--- src/rtl/spi_xfer_seq_pkg.sv ---
// Shared definitions for the SPI transfer sequencer: state encoding,
// default widths and the strobe-counter width helper.
`timescale 1ns/1ps
package spi_xfer_seq_pkg;

  localparam int DIV_SIZE_DEF = 6;
  localparam int DATA_W_DEF   = 8;
  localparam int GAP_HC_DEF   = 2;

  typedef enum logic [2:0] {
    ST_IDLE  = 3'd0,
    ST_SETUP = 3'd1,
    ST_SHIFT = 3'd2,
    ST_HOLD  = 3'd3,
    ST_GAP   = 3'd4
  } state_t;

  // A SHIFT phase spans 2*DATA_W half-cycle strobes.
  function automatic int cntWidth(input int dataW);
    return $clog2(2 * dataW);
  endfunction

endpackage

--- src/rtl/spi_xfer_seq_shreg.sv ---
// Shift register (MSB-first transmit, LSB-in receive) plus the half-cycle
// strobe counter shared by all sequencer states.
`timescale 1ns/1ps
module spi_shreg
  import spi_xfer_seq_pkg::*;
#(
  parameter int DATA_W = DATA_W_DEF,
  parameter int CNT_W  = cntWidth(DATA_W)
) (
  input  logic              i_clk,
  input  logic              i_rst_n,
  input  logic              i_load,
  input  logic [DATA_W-1:0] i_data,
  input  logic              i_strobe,
  input  logic              i_shift,
  input  logic              i_miso,
  input  logic              i_cnt_clr,
  input  logic              i_cnt_seed,
  output logic              o_mosi,
  output logic [DATA_W-1:0] o_rx,
  output logic [CNT_W-1:0]  o_cnt
);

  logic [DATA_W-1:0] r_tx;
  logic [DATA_W-1:0] r_rx;
  logic [CNT_W-1:0]  r_cnt;

  // Even strobes are leading SCK edges (sample), odd strobes trailing (shift out).
  always_ff @(posedge i_clk or negedge i_rst_n) begin
    if (!i_rst_n) begin
      r_tx <= '0;
      r_rx <= '0;
    end else if (i_load) begin
      r_tx <= i_data;
    end else if (i_shift && i_strobe) begin
      if (!r_cnt[0]) r_rx <= {r_rx[DATA_W-2:0], i_miso};
      else           r_tx <= {r_tx[DATA_W-2:0], 1'b0};
    end
  end

  always_ff @(posedge i_clk or negedge i_rst_n) begin
    if (!i_rst_n)       r_cnt <= '0;
    else if (i_cnt_clr) r_cnt <= CNT_W'(i_cnt_seed);
    else if (i_strobe)  r_cnt <= r_cnt + CNT_W'(1);
  end

  assign o_mosi = r_tx[DATA_W-1];
  assign o_rx   = r_rx;
  assign o_cnt  = r_cnt;

endmodule

--- src/rtl/spi_xfer_seq.sv ---
// SPI master transfer sequencer: drives an external clock divider and
// frames CS around one or more back-to-back words.
`timescale 1ns/1ps
module spi_xfer_seq
  import spi_xfer_seq_pkg::*;
#(
  parameter int DIV_SIZE = DIV_SIZE_DEF,
  parameter int DATA_W   = DATA_W_DEF,
  parameter int GAP_HC   = GAP_HC_DEF
) (
  input  logic                clk_in,
  input  logic                rst_n,
  input  logic [DIV_SIZE-1:0] cfg_div,
  input  logic                cfg_div_exp,
  input  logic                cfg_cpol,
  input  logic                req_valid,
  output logic                req_ready,
  input  logic [DATA_W-1:0]   req_data,
  input  logic                req_last,
  output logic                rsp_valid,
  output logic [DATA_W-1:0]   rsp_data,
  output logic                div_clk_en,
  output logic                div_clk_run,
  output logic                div_clk_tog,
  output logic                div_clk_pol,
  output logic                div_exp,
  output logic [DIV_SIZE-1:0] div,
  input  logic                div_hlf_cyc,
  output logic                spi_csn,
  output logic                spi_mosi,
  input  logic                spi_miso,
  output logic                busy
);

  localparam int CNT_W = cntWidth(DATA_W);
  localparam logic [CNT_W-1:0] LAST_SHIFT = CNT_W'(2 * DATA_W - 1);
  localparam logic [CNT_W-1:0] LAST_GAP   = CNT_W'(GAP_HC - 1);

  state_t              r_state;
  logic                r_acc;
  logic                r_alive;
  logic [DIV_SIZE-1:0] r_div;
  logic                r_divExp;
  logic                r_last;
  logic                r_rspValid;
  logic [DATA_W-1:0]   r_rspData;

  state_t              w_nextState;
  logic                w_nextAcc;
  logic                w_load;
  logic                w_cntClr;
  logic                w_cntSeed;
  logic                w_shifting;
  logic                w_mosi;
  logic [DATA_W-1:0]   w_rx;
  logic [CNT_W-1:0]    w_cnt;
  logic                w_shiftDone;
  logic                w_gapDone;

  assign w_shifting  = (r_state == ST_SHIFT) && !r_acc;
  assign w_shiftDone = div_hlf_cyc && (w_cnt == LAST_SHIFT);
  assign w_gapDone   = div_hlf_cyc && (w_cnt == LAST_GAP);

  spi_shreg #(.DATA_W(DATA_W), .CNT_W(CNT_W)) u_shreg (
    .i_clk      (clk_in),
    .i_rst_n    (rst_n),
    .i_load     (w_load),
    .i_data     (req_data),
    .i_strobe   (div_hlf_cyc),
    .i_shift    (w_shifting),
    .i_miso     (spi_miso),
    .i_cnt_clr  (w_cntClr),
    .i_cnt_seed (w_cntSeed),
    .o_mosi     (w_mosi),
    .o_rx       (w_rx),
    .o_cnt      (w_cnt)
  );

  // r_acc marks the single accept cycle between words; CS stays low and
  // SCK is frozen. Transitions not caused by a strobe hand any coincident
  // strobe to the new state through the counter seed.
  always_comb begin
    w_nextState = r_state;
    w_nextAcc   = 1'b0;
    w_load      = 1'b0;
    w_cntSeed   = 1'b0;
    req_ready   = 1'b0;
    case (r_state)
      ST_IDLE: begin
        req_ready = r_alive;
        w_cntSeed = div_hlf_cyc;
        if (req_valid && r_alive) begin
          w_load      = 1'b1;
          w_nextState = ST_SETUP;
        end
      end
      ST_SETUP: if (w_gapDone) w_nextState = ST_SHIFT;
      ST_SHIFT: begin
        if (r_acc) begin
          req_ready = 1'b1;
          w_cntSeed = div_hlf_cyc;
          if (req_valid) begin
            w_load      = 1'b1;
            w_nextState = ST_SETUP;
          end else begin
            w_nextState = ST_HOLD;
          end
        end else if (w_shiftDone) begin
          if (r_last) w_nextState = ST_HOLD;
          else        w_nextAcc   = 1'b1;
        end
      end
      ST_HOLD: if (w_gapDone) w_nextState = ST_GAP;
      ST_GAP:  if (w_gapDone) w_nextState = ST_IDLE;
      default: w_nextState = ST_IDLE;
    endcase
    w_cntClr = (w_nextState != r_state) || (w_nextAcc != r_acc);
  end

  always_ff @(posedge clk_in or negedge rst_n) begin
    if (!rst_n) begin
      r_state <= ST_IDLE;
      r_acc   <= 1'b0;
      r_alive <= 1'b0;
    end else begin
      r_state <= w_nextState;
      r_acc   <= w_nextAcc;
      r_alive <= 1'b1;
    end
  end

  // Shadow copies keep the divider configuration stable for a whole word.
  always_ff @(posedge clk_in or negedge rst_n) begin
    if (!rst_n) begin
      r_div    <= DIV_SIZE'(1);
      r_divExp <= 1'b0;
      r_last   <= 1'b0;
    end else if (w_load) begin
      r_div    <= cfg_div;
      r_divExp <= cfg_div_exp;
      r_last   <= req_last;
    end
  end

  always_ff @(posedge clk_in or negedge rst_n) begin
    if (!rst_n) begin
      r_rspValid <= 1'b0;
      r_rspData  <= '0;
    end else begin
      r_rspValid <= w_shifting && w_shiftDone;
      if (w_shifting && w_shiftDone) r_rspData <= w_rx;
    end
  end

  assign busy        = (r_state != ST_IDLE);
  assign div_clk_en  = busy;
  assign div_clk_run = busy;
  assign div_clk_tog = w_shifting;
  assign div_clk_pol = cfg_cpol;
  assign div         = r_div;
  assign div_exp     = r_divExp;
  assign spi_csn     = (r_state == ST_IDLE) || (r_state == ST_GAP);
  assign spi_mosi    = w_mosi;
  assign rsp_valid   = r_rspValid;
  assign rsp_data    = r_rspData;

endmodule

--- config.mk ---
export PLATFORM = sky130hd
export DESIGN_NAME = spi_xfer_seq
export DESIGN_NICKNAME = d
export VERILOG_FILES = /design/src/rtl/spi_xfer_seq_pkg.sv /design/src/rtl/spi_xfer_seq_shreg.sv /design/src/rtl/spi_xfer_seq.sv
export SDC_FILE = /design/constraint.sdc
export NUM_CORES = 1
export LEC_CHECK = 0
export ABC_AREA = 1
export BUFFER_PORTS_ARGS = -buffer_cell sky130_fd_sc_hd__buf_2
export CAP_MARGIN = 20
export CORE_UTILIZATION = 30
export DETAILED_ROUTE_END_ITERATION = 16
export PLACE_DENSITY = 0.54
export SLEW_MARGIN = 20
export SYNTH_ARGS = -nofsm -noshare
export SYNTH_HDL_FRONTEND = slang
export SYNTH_SLANG_ARGS = --single-unit
--- constraint.sdc ---
create_clock -name clk_in -period 1.7 [get_ports clk_in]
set_clock_uncertainty 0.15 [all_clocks]
set_input_delay 0.085 -clock clk_in [delete_from_list [all_inputs] [get_ports clk_in]]
set_output_delay 0.085 -clock clk_in [all_outputs]
set_load 0.02 [all_outputs]
==> results of run 1 <==
## layout make-up
cell class / count / area [sq um] / area share (%)
clock inverter: 3 / 68.82 / 2.553
tap: 77 / 96.34 / 3.575
clock buffer: 5 / 68.82 / 2.553
timing repair buffer: 74 / 513.0 / 19.03
inverter: 28 / 110.1 / 4.085
multi-input combinational: 142 / 783.3 / 29.06
sequential: 42 / 1055 / 39.14
## stage by stage
stage / setup TNS, ns / worst slack [ns] / instances / util (%)
floorplan: 0 / 0.1145 / 220 / -
global placement: 0 / 0.06829 / 342 / 36.04
detailed placement: 0 / 0.03366 / 342 / 36.04
CTS: 0 / 0.01849 / 370 / 41.36
global route: -0.4617 / -0.1282 / 371 / 42.44
finish: -0.007009 / -0.007009 / 371 / 42.44
## sequential cells by signal, summed over array words and instances, names as in the netlist
name	cells
div	6
r_state	3
rsp_data	8
r_acc	1
u_shreg.o_cnt	4
u_shreg.r_tx	8
div_exp	1
r_last	1
rsp_valid	1
u_shreg.o_rx	8
r_alive	1
## synthesized netlist by cell type (3+ instances only)
cell and instances:
sky130_fd_sc_hd__nand2_1 70, sky130_fd_sc_hd__dfrtp_1 41, sky130_fd_sc_hd__inv_1 26, sky130_fd_sc_hd__o21ai_0 11, sky130_fd_sc_hd__nand3_1 9, sky130_fd_sc_hd__nor2_1 9, sky130_fd_sc_hd__o21ai_1 8, sky130_fd_sc_hd__o221ai_1 6
sky130_fd_sc_hd__buf_4 4, sky130_fd_sc_hd__buf_6 4, sky130_fd_sc_hd__nand2_2 4, sky130_fd_sc_hd__nand2_4 3, sky130_fd_sc_hd__xor2_1 3
## worst min-delay path by stage
stage,from,end,slack (ns),cells past startpoint
2_1_floorplan,rst_n,div[1],-0.36,0
3_3_place_gp,rst_n,r_state[2],-0.07,2
3_5_place_dp,rst_n,r_state[2],-0.07,2
4_1_cts,cfg_cpol,div_clk_pol,0.02,0
5_1_grt,cfg_cpol,div_clk_pol,0.02,0
6_report,cfg_cpol,div_clk_pol,0.02,0
## worst max-delay path, stage by stage, from the launching register on
cell,delay (ns)
sky130_fd_sc_hd__dfrtp_1,0.42
sky130_fd_sc_hd__ha_2,0.20
sky130_fd_sc_hd__nand2_2,0.08
sky130_fd_sc_hd__inv_2,0.05
sky130_fd_sc_hd__nand3_2,0.05
sky130_fd_sc_hd__nand2_2,0.05
sky130_fd_sc_hd__nand2_1,0.07
sky130_fd_sc_hd__nand2_2,0.07
sky130_fd_sc_hd__nor3_4,0.22
sky130_fd_sc_hd__nand3_4,0.12
sky130_fd_sc_hd__nand2_1,0.08
sky130_fd_sc_hd__nand2_1,0.05
## metal layers
| metal | up-vias | global-route usage [%] | wire, um |
|---|---|---|---|
| met4 | 0 | 4.075 | 61 |
| met2 | 37 | 22.88 | 1897 |
| li1 | 840 | - | - |
| met5 | - | 0 | 0 |
| met1 | 736 | 17.15 | 1994 |
| met3 | 6 | 3.280 | 168 |
## cell families after synthesis
kind of cell    after synthesis
fa+ha+maj                     2
flops                        42
simple gates                106
compound gates               30
buf+inv                      36
other cells                   1
xor+xnor                      3
## power by group through the flow
stage | Sequential (mW) | Clock, mW | Combinational, mW
final | 1.49 | 0.949 | 1.69
after global routing | 1.54 | 1.01 | 1.92
after detailed placement | 1.49 | 0 | 1.55
after CTS | 1.48 | 0.974 | 1.58
after global placement | 1.49 | 0 | 1.53
after floorplan | 1.57 | 0 | 1.03
## what timing repair did
action / CTS / global route
setup buffers: 0 / 1
resized for setup: 0 / 21
hold endpoints to repair: 61 / 0
hold buffers: 20 / 0
endpoints found under the setup margin: 0 / 19
==> results.ini, run 1 <==
[floorplan]
design.die.area_sq_um=6876
number_of_top_level_design_ports=46
floorplan.initialDensity_pct=30.94
row_count=29
die-height_um=82.92
die_width_um=82.92
core_region_area_sq_um=6350

[synthesis]
synth_compound_area_share_pct=9.108
yosys_warnings=0
synth_flop_cell=sky130_fd_sc_hd__dfrtp_1
ys_seq_elements=42
synth_xor_area_share_pct=1.338
share_of_the_synthesized_area_in_the_top_cell_type_pct=52.23
post_synth.cell_area_avg_sq_um=8.929
top_area_cells_in_the_synthesized_netlist=sky130_fd_sc_hd__dfrtp_1 (52%), sky130_fd_sc_hd__nand2_1 (13%), sky130_fd_sc_hd__inv_1 (5.0%)
syn_nets=244
main_combinational_cell_family_by_area_after_synthesis=simple AND/OR/NAND/NOR gates
number_of_standard_cells_after_synthesis=220
yosysSeqAreaShare_pct=53.57
synth_fa_ha_area_share_pct=1.274
synth_edf_count=0
synth_top_cell_by_area=sky130_fd_sc_hd__dfrtp_1
muxShareOfSynthArea_pct=0
ys_types=31
mapped_cell_area_sq_um=1964
async_flop_share_pct=100.0
yosys.area_share.simple_pct=25.22

[clock_network]
root_buffer=sky130_fd_sc_hd__clkbuf_8
cts_inserted_buffers=5
cts.sinks=42
clk_transition_reported_paths_ns=0.08
clock_tree.htree_level_count=2
insertion_delay_ns=0.29
tritoncts=yes
clock_tree.buffer_depth=2

[timing]
final_max_slew_viol_count=0
timing.final.setup_violations=1
finalHoldWorstSlack_ns=0.02001
rsz0062_at_grt=true
post-route-min-period_ns=1.707
finalCritPeriodShare_pct=100.4
setup_ws_ns=-0.007009
fmax_ghz=0.5858
hold_viol_final=0

[drt]
drc=0
firstDrtPassIters=4
routedWlPerCell_um=11.11
wl_um=4122
detail_route.vias_per_cell=4.364
dr.first_iter.drc_count=61
num_vias=1619
final_antenna_net_count=0

[cells_and_area]
final_cell_mix=sky130_fd_sc_hd__nand2_1 (64), sky130_fd_sc_hd__buf_2 (42), sky130_fd_sc_hd__dfrtp_1 (39), sky130_fd_sc_hd__inv_1 (24), sky130_fd_sc_hd__dlygate4sd3_1 (20)
commonest_non_fill_non_tap_cell_in_the_layout=sky130_fd_sc_hd__nand2_1
num_antenna_cells=0
layout-area-overhead-vs-synth_pct=37.20
finalInstanceArea_sq_um=2695
final_net_count=317
final_layout_size_suffix_gt1_share_pct=31.97
fillerInstances=640

[flow_run]
maxCapViolations=0

[power]
cellPowerDensity_nw_per_um2=1533
p_sw_mw=1.570
p_seq_share_pct=36.2
clockPowerShare_pct=23.0
power.share.combinational_pct=40.9
p_leak_nw=1.368
power_report.internal_total_mw=2.562
switching_share_of_power_pct=37.99
power_total_mw=4.132
irDropWorstVdd_mv=0.8967

[worst_setup_path]
cp_data_required_time_ns=1.74
regToRegStartpoint=u_shreg.o_cnt[0]
setup.worst_path.class=reg2reg
rr_worst_depth=11
worst-endpoint-arrival_ns=1.74
r2r_setup_slack_ns=-0.007
crit_path_start_kind=register
worst_setup_path_startpoint=u_shreg.o_cnt[0]
critical_path.max_fanout=4
critPathCapture=u_shreg.o_cnt[0]
endpoint_kind=register
rr_endpoint=u_shreg.o_cnt[0]

[grt]
grt_usage_pct=13.54
antenna_violations_before_repair=0
global_route.overflow_total=0
grt_pass1_wl_um=7541
grt_pass1_vias=1732
pin_count_of_the_biggest_net_entering_global_routing=43

[placement]
io_buffer_count=43
place_congestion=0.7788
detailed_place.area_sq_um=2288
dp_hpwl_um=2712

[outcome]
run_status=complete, but fails checks
violations_in_the_final_reports=negative setup slack

[hold_path]
min_path_type=in2out

Note: power is estimated with default switching activity, not from simulation.
==> run 2, diff against run 1 <==
- CTS_BUF_LIST: not set -> sky130_fd_sc_hd__clkbuf_16
==> run 2 against run 1 <==
- the run still ends with negative setup slack left
- die area stayed put
- sequential share of layout area is 0.56 points lower
- cell area up 1.4%
- clock power is 30% higher
- register-to-register slack about the same
- clock-buffer cell count did not move
- utilization grew 0.61 points
- largest power group unchanged
- critical path depth did not move
- non-clock buffer count fell by 2
==> results.ini, run 2 (synthesis results as in run 1) <==
[outcome]
run_status=complete, but fails checks
violations_in_the_final_reports=negative setup slack

[placement]
io_buffer_count=43
detailed_place.area_sq_um=2288
dp_hpwl_um=2712
place_congestion=0.7788

[cells_and_area]
final_layout_size_suffix_gt1_share_pct=31.85
num_antenna_cells=0
commonest_non_fill_non_tap_cell_in_the_layout=sky130_fd_sc_hd__nand2_1
finalInstanceArea_sq_um=2734
layout-area-overhead-vs-synth_pct=39.17
final_net_count=315
final_cell_mix=sky130_fd_sc_hd__nand2_1 (64), sky130_fd_sc_hd__buf_2 (42), sky130_fd_sc_hd__dfrtp_1 (39), sky130_fd_sc_hd__inv_1 (24), sky130_fd_sc_hd__dlygate4sd3_1 (19)
fillerInstances=633
final_core_utilization_pct=43.05

[grt]
antenna_violations_before_repair=0
grt_usage_pct=13.69
pin_count_of_the_biggest_net_entering_global_routing=43
grt_pass1_vias=1726
global_route.overflow_total=0
grt_pass1_wl_um=7583

[timing]
fmax_ghz=0.5865
final_max_slew_viol_count=0
timing.final.setup_violations=1
rsz0062_at_grt=true
post-route-min-period_ns=1.705
hold_viol_final=0
setup_ws_ns=-0.004936
finalCritPeriodShare_pct=100.3

[clock_network]
root_buffer=sky130_fd_sc_hd__clkbuf_16
cts_inserted_buffers=5
insertion_delay_ns=0.28
clk_transition_reported_paths_ns=0.06
clock_tree.htree_level_count=2
clock_tree.buffer_depth=2
tritoncts=yes
cts.sinks=42

[drt]
detail_route.vias_per_cell=4.355
drc=0
firstDrtPassIters=4
wl_um=4110
dr.first_iter.drc_count=62
num_vias=1607
final_antenna_net_count=0
routedWlPerCell_um=11.14

[power]
switching_share_of_power_pct=36.23
p_seq_share_pct=34.0
p_leak_nw=1.385
irDropWorstVdd_mv=0.8966
power_report.internal_total_mw=2.807
p_sw_mw=1.595
clockPowerShare_pct=28.0
power.share.combinational_pct=38.0
cellPowerDensity_nw_per_um2=1610

[worst_setup_path]
regToRegStartpoint=u_shreg.o_cnt[0]
setup.worst_path.class=reg2reg
critical_path.max_fanout=4
worst-path-buf-inv=1
worst_setup_path_startpoint=u_shreg.o_cnt[0]
slowest_delay_ns=0.41
crit_path_start_kind=register
cpMaxStageDelayCell=sky130_fd_sc_hd__dfrtp_1
critical-path-top-delay-family=simple AND/OR/NAND/NOR gates
cp_data_required_time_ns=1.72
cp_cell_sequence=ha_2, nand2_2, inv_2, nand3_2, nand2_2, nand2_1, nand2_2, nor3_4, nand3_4, nand2_1, nand2_1
endpoint_kind=register
worst-endpoint-arrival_ns=1.72

[floorplan]
design.die.area_sq_um=6876
core_region_area_sq_um=6350
row_count=29
die_width_um=82.92
floorplan.initialDensity_pct=30.94
die-height_um=82.92
number_of_top_level_design_ports=46

[hold_path]
min_path_type=in2out
min_from=cfg_cpol

[flow_run]
maxCapViolations=0

[run 2: through the flow]
stage                 TNS, ns  cells  power (mW)  hold WS [ns]  worst slack, ns
detailed placement          0    342       3.034      -0.06582          0.03366
finish              -0.004936    369       4.401       0.02001        -0.004936
global route          -0.4188    369       4.735       0.02003          -0.1205
floorplan                   0    220       2.599       -0.3606           0.1145
global placement            0    342       3.023      -0.06956          0.06829
CTS                         0    369       4.313      0.008883          0.02409
[run 2: area by class of cell]
class / instances / area (sq um) / area share [%]
tap: 77 / 96.34 / 3.524
sequential: 42 / 1055 / 38.58
multi-input combinational: 142 / 783.3 / 28.65
clock inverter: 3 / 68.82 / 2.517
clock buffer: 5 / 125.1 / 4.577
timing repair buffer: 72 / 495.5 / 18.12
inverter: 28 / 110.1 / 4.027
[run 2: worst register-to-register path, cell delays in order (launching register included)]
cell and delay, ns:
sky130_fd_sc_hd__dfrtp_1 0.41, sky130_fd_sc_hd__ha_2 0.20, sky130_fd_sc_hd__nand2_2 0.08, sky130_fd_sc_hd__inv_2 0.05, sky130_fd_sc_hd__nand3_2 0.06, sky130_fd_sc_hd__nand2_2 0.05, sky130_fd_sc_hd__nand2_1 0.07, sky130_fd_sc_hd__nand2_2 0.07
sky130_fd_sc_hd__nor3_4 0.22, sky130_fd_sc_hd__nand3_4 0.12, sky130_fd_sc_hd__nand2_1 0.08, sky130_fd_sc_hd__nand2_1 0.05
[run 2: metal layers]
| metal | global-route usage [%] | part of all wire, % | vias to the layer above |
|---|---|---|---|
| met4 | 4.075 | 1.0 | 0 |
| met1 | 17.15 | 48 | 728 |
| met2 | 22.95 | 47 | 36 |
| met3 | 3.877 | 4.3 | 4 |
| met5 | 0 | 0 | - |
| li1 | - | - | 839 |
[run 2: worst paths after layout]
kind                                     to  slack (ns)  cells after the start
setup / recovery           u_shreg.o_cnt[0]      -0.005                     11
hold / removal                  div_clk_pol        0.02                      0
setup reg to reg           u_shreg.o_cnt[0]      -0.005                     11
hold reg to reg                 rsp_data[7]        0.32                      2
max in group asynchronous            div[0]        0.97                      3
min in group asynchronous         rsp_valid        0.16                      3
[run 2: repair_timing]
action | CTS | global route
hold buffers | 19 | 0
gates resized for setup | 0 | 21
buffers inserted | 0 | 0
hold endpoints to repair | 60 | 0
endpoints found under the setup margin | 0 | 16
[run 2: power by group through the flow]
stage               clock network (mW)  registers [mW]  logic, mW
global route                      1.30            1.54       1.90
floorplan                            0            1.57       1.03
CTS                               1.26            1.48       1.58
global placement                     0            1.49       1.53
detailed placement                   0            1.49       1.55
finish                            1.23            1.50       1.67
==> run 3, diff against run 2 <==
- RECOVER_POWER: not set -> 25
==> run 3 against run 2 <==
- the flow still finishes with violations (negative setup slack)
- flip-flop and latch count unchanged
- critical path depth unchanged
- sequential share of layout area up 0.21 points
- power down 0.14%
- largest power group unchanged
==> results.ini, run 3 (synthesis results as in run 1) <==
[placement]
place_congestion=0.7788
detailed_place.area_sq_um=2288
dp_hpwl_um=2712
place.detailed.instances=342
io_buffer_count=43

[floorplan]
design.die.area_sq_um=6876
number_of_top_level_design_ports=46
die-height_um=82.92
row_count=29
floorplan.initialDensity_pct=30.94
core_region_area_sq_um=6350
die_width_um=82.92

[timing]
final_max_slew_viol_count=0
timing.final.setup_violations=1
rsz0062_at_grt=true
finalCritPeriodShare_pct=100.2
finalHoldWorstSlack_ns=0.02001
setup_ws_ns=-0.003658
transition_time_at_the_pin_with_the_least_slew_margin_ns=1.056
fmax_ghz=0.5870
max_slew_margin_pct=29.57
post-route-min-period_ns=1.704
hold_viol_final=0

[drt]
detail_route.vias_per_cell=4.355
firstDrtPassIters=4
dr.first_iter.drc_count=56
wl_um=4113
num_vias=1607
routedWlPerCell_um=11.15
drc=0
final_antenna_net_count=0

[worst_setup_path]
rr_worst_depth=11
worst_setup_path_startpoint=u_shreg.o_cnt[0]
critical_path.max_fanout=4
crit_path_start_kind=register
r2r_setup_slack_ns=-0.004
setup.worst_path.class=reg2reg
regToRegStartpoint=u_shreg.o_cnt[0]
cp_cell_sequence=ha_2, nand2_2, inv_2, nand3_2, nand2_2, nand2_1, nand2_2, nor3_4, nand3_4, nand2_1, nand2_1
slowest_delay_ns=0.41
cp_data_required_time_ns=1.72
endpoint_kind=register
worst-endpoint-arrival_ns=1.72
cpMaxStageDelayCell=sky130_fd_sc_hd__dfrtp_1
rr_endpoint=u_shreg.o_cnt[0]

[cells_and_area]
commonest_non_fill_non_tap_cell_in_the_layout=sky130_fd_sc_hd__nand2_1
fillerInstances=635
instances_no_fill=369
final_core_utilization_pct=42.82
footprint_of_the_multi_input_gates_sq_um=783.3
final_cell_mix=sky130_fd_sc_hd__nand2_1 (64), sky130_fd_sc_hd__buf_2 (42), sky130_fd_sc_hd__dfrtp_1 (39), sky130_fd_sc_hd__inv_1 (24), sky130_fd_sc_hd__dlygate4sd3_1 (19)
finalInstanceArea_sq_um=2719
final_layout_size_suffix_gt1_share_pct=31.85
final_net_count=315
layout-area-overhead-vs-synth_pct=38.41
layout.area.seq_sq_um=1055
num_antenna_cells=0

[outcome]
violations_in_the_final_reports=negative setup slack
run_status=complete, but fails checks

[flow_run]
maxCapViolations=0

[power]
p_leak_nw=1.380
cellPowerDensity_nw_per_um2=1616
irDropWorstVdd_mv=0.8967

[grt]
antenna_violations_before_repair=0
pin_count_of_the_biggest_net_entering_global_routing=43
grt_usage_pct=13.69
global_route.overflow_total=0
grt_pass1_wl_um=7583
grt_pass1_vias=1726

[clock_network]
root_buffer=sky130_fd_sc_hd__clkbuf_16
insertion_delay_ns=0.28
cts_inserted_buffers=5
post_cts_buffers=0
clock_tree.buffer_depth=2
cts.sinks=42
clk_transition_reported_paths_ns=0.06
tritoncts=yes
clock_tree.htree_level_count=2

[hold_path]
holdPathEnd=div_clk_pol
number_of_stages_on_the_worst_hold_path=0
min_path_type=in2out
min_from=cfg_cpol

run 3: power breakdown:
| part | total, mW | internal [mW] | leakage [nW] | switching (mW) |
|---|---|---|---|---|
| sequential | 1.50 | 1.30 | 0.543 | 0.194 |
| combinational | 1.67 | 0.655 | 0.743 | 1.01 |
| clock | 1.23 | 0.843 | 0.0940 | 0.386 |
run 3: critical path, delay by kind of cell, from the launching register on:
| family | cells | cell delay [ns] |
|---|---|---|
| AND/OR/NAND/NOR | 9 | 0.80 |
| flip-flops | 1 | 0.41 |
| adder cells (fa/ha/maj) | 1 | 0.20 |
| buffers and inverters | 1 | 0.05 |
run 3: metrics by stage:
stage	total power [mW]	worst slack, ns	setup TNS, ns
after floorplan	2.599	0.1145	0
after global placement	3.023	0.06829	0
after detailed placement	3.034	0.03366	0
after CTS	4.313	0.02409	0
after global routing	4.730	-0.1205	-0.5320
final	4.395	-0.003658	-0.003658
run 3: worst max-delay path by stage:
stage	to	cells after the start
after global placement	u_shreg.o_cnt[0]	9
final	u_shreg.o_cnt[0]	11
after global routing	u_shreg.o_cnt[0]	13
after CTS	u_shreg.o_cnt[0]	13
after floorplan	u_shreg.o_cnt[0]	9
after detailed placement	u_shreg.o_cnt[0]	13
run 3: layer usage:
metal | routed length [um] | global-route usage [%] | up-vias
li1 | - | - | 840
met1 | 1955 | 17.15 | 727
met2 | 1937 | 22.95 | 36
met3 | 177 | 3.877 | 4
met4 | 42 | 4.075 | 0
met5 | 0 | 0 | -
run 3: cell type report:
class                   instances  area share, %
clock buffers                   5          4.602
repair buffers                 72          17.67
inverters                      28          4.050
well taps                      77          3.543
clock inverters                 3          2.531
flip-flops and latches         42          38.79
multi-input cells             142          28.81
run 3: timing repair:
action | CTS | global route
hold buffers | 19 | 0
resized for setup | 0 | 21
setup endpoints to repair | 0 | 16
endpoints found under the hold margin | 60 | 0
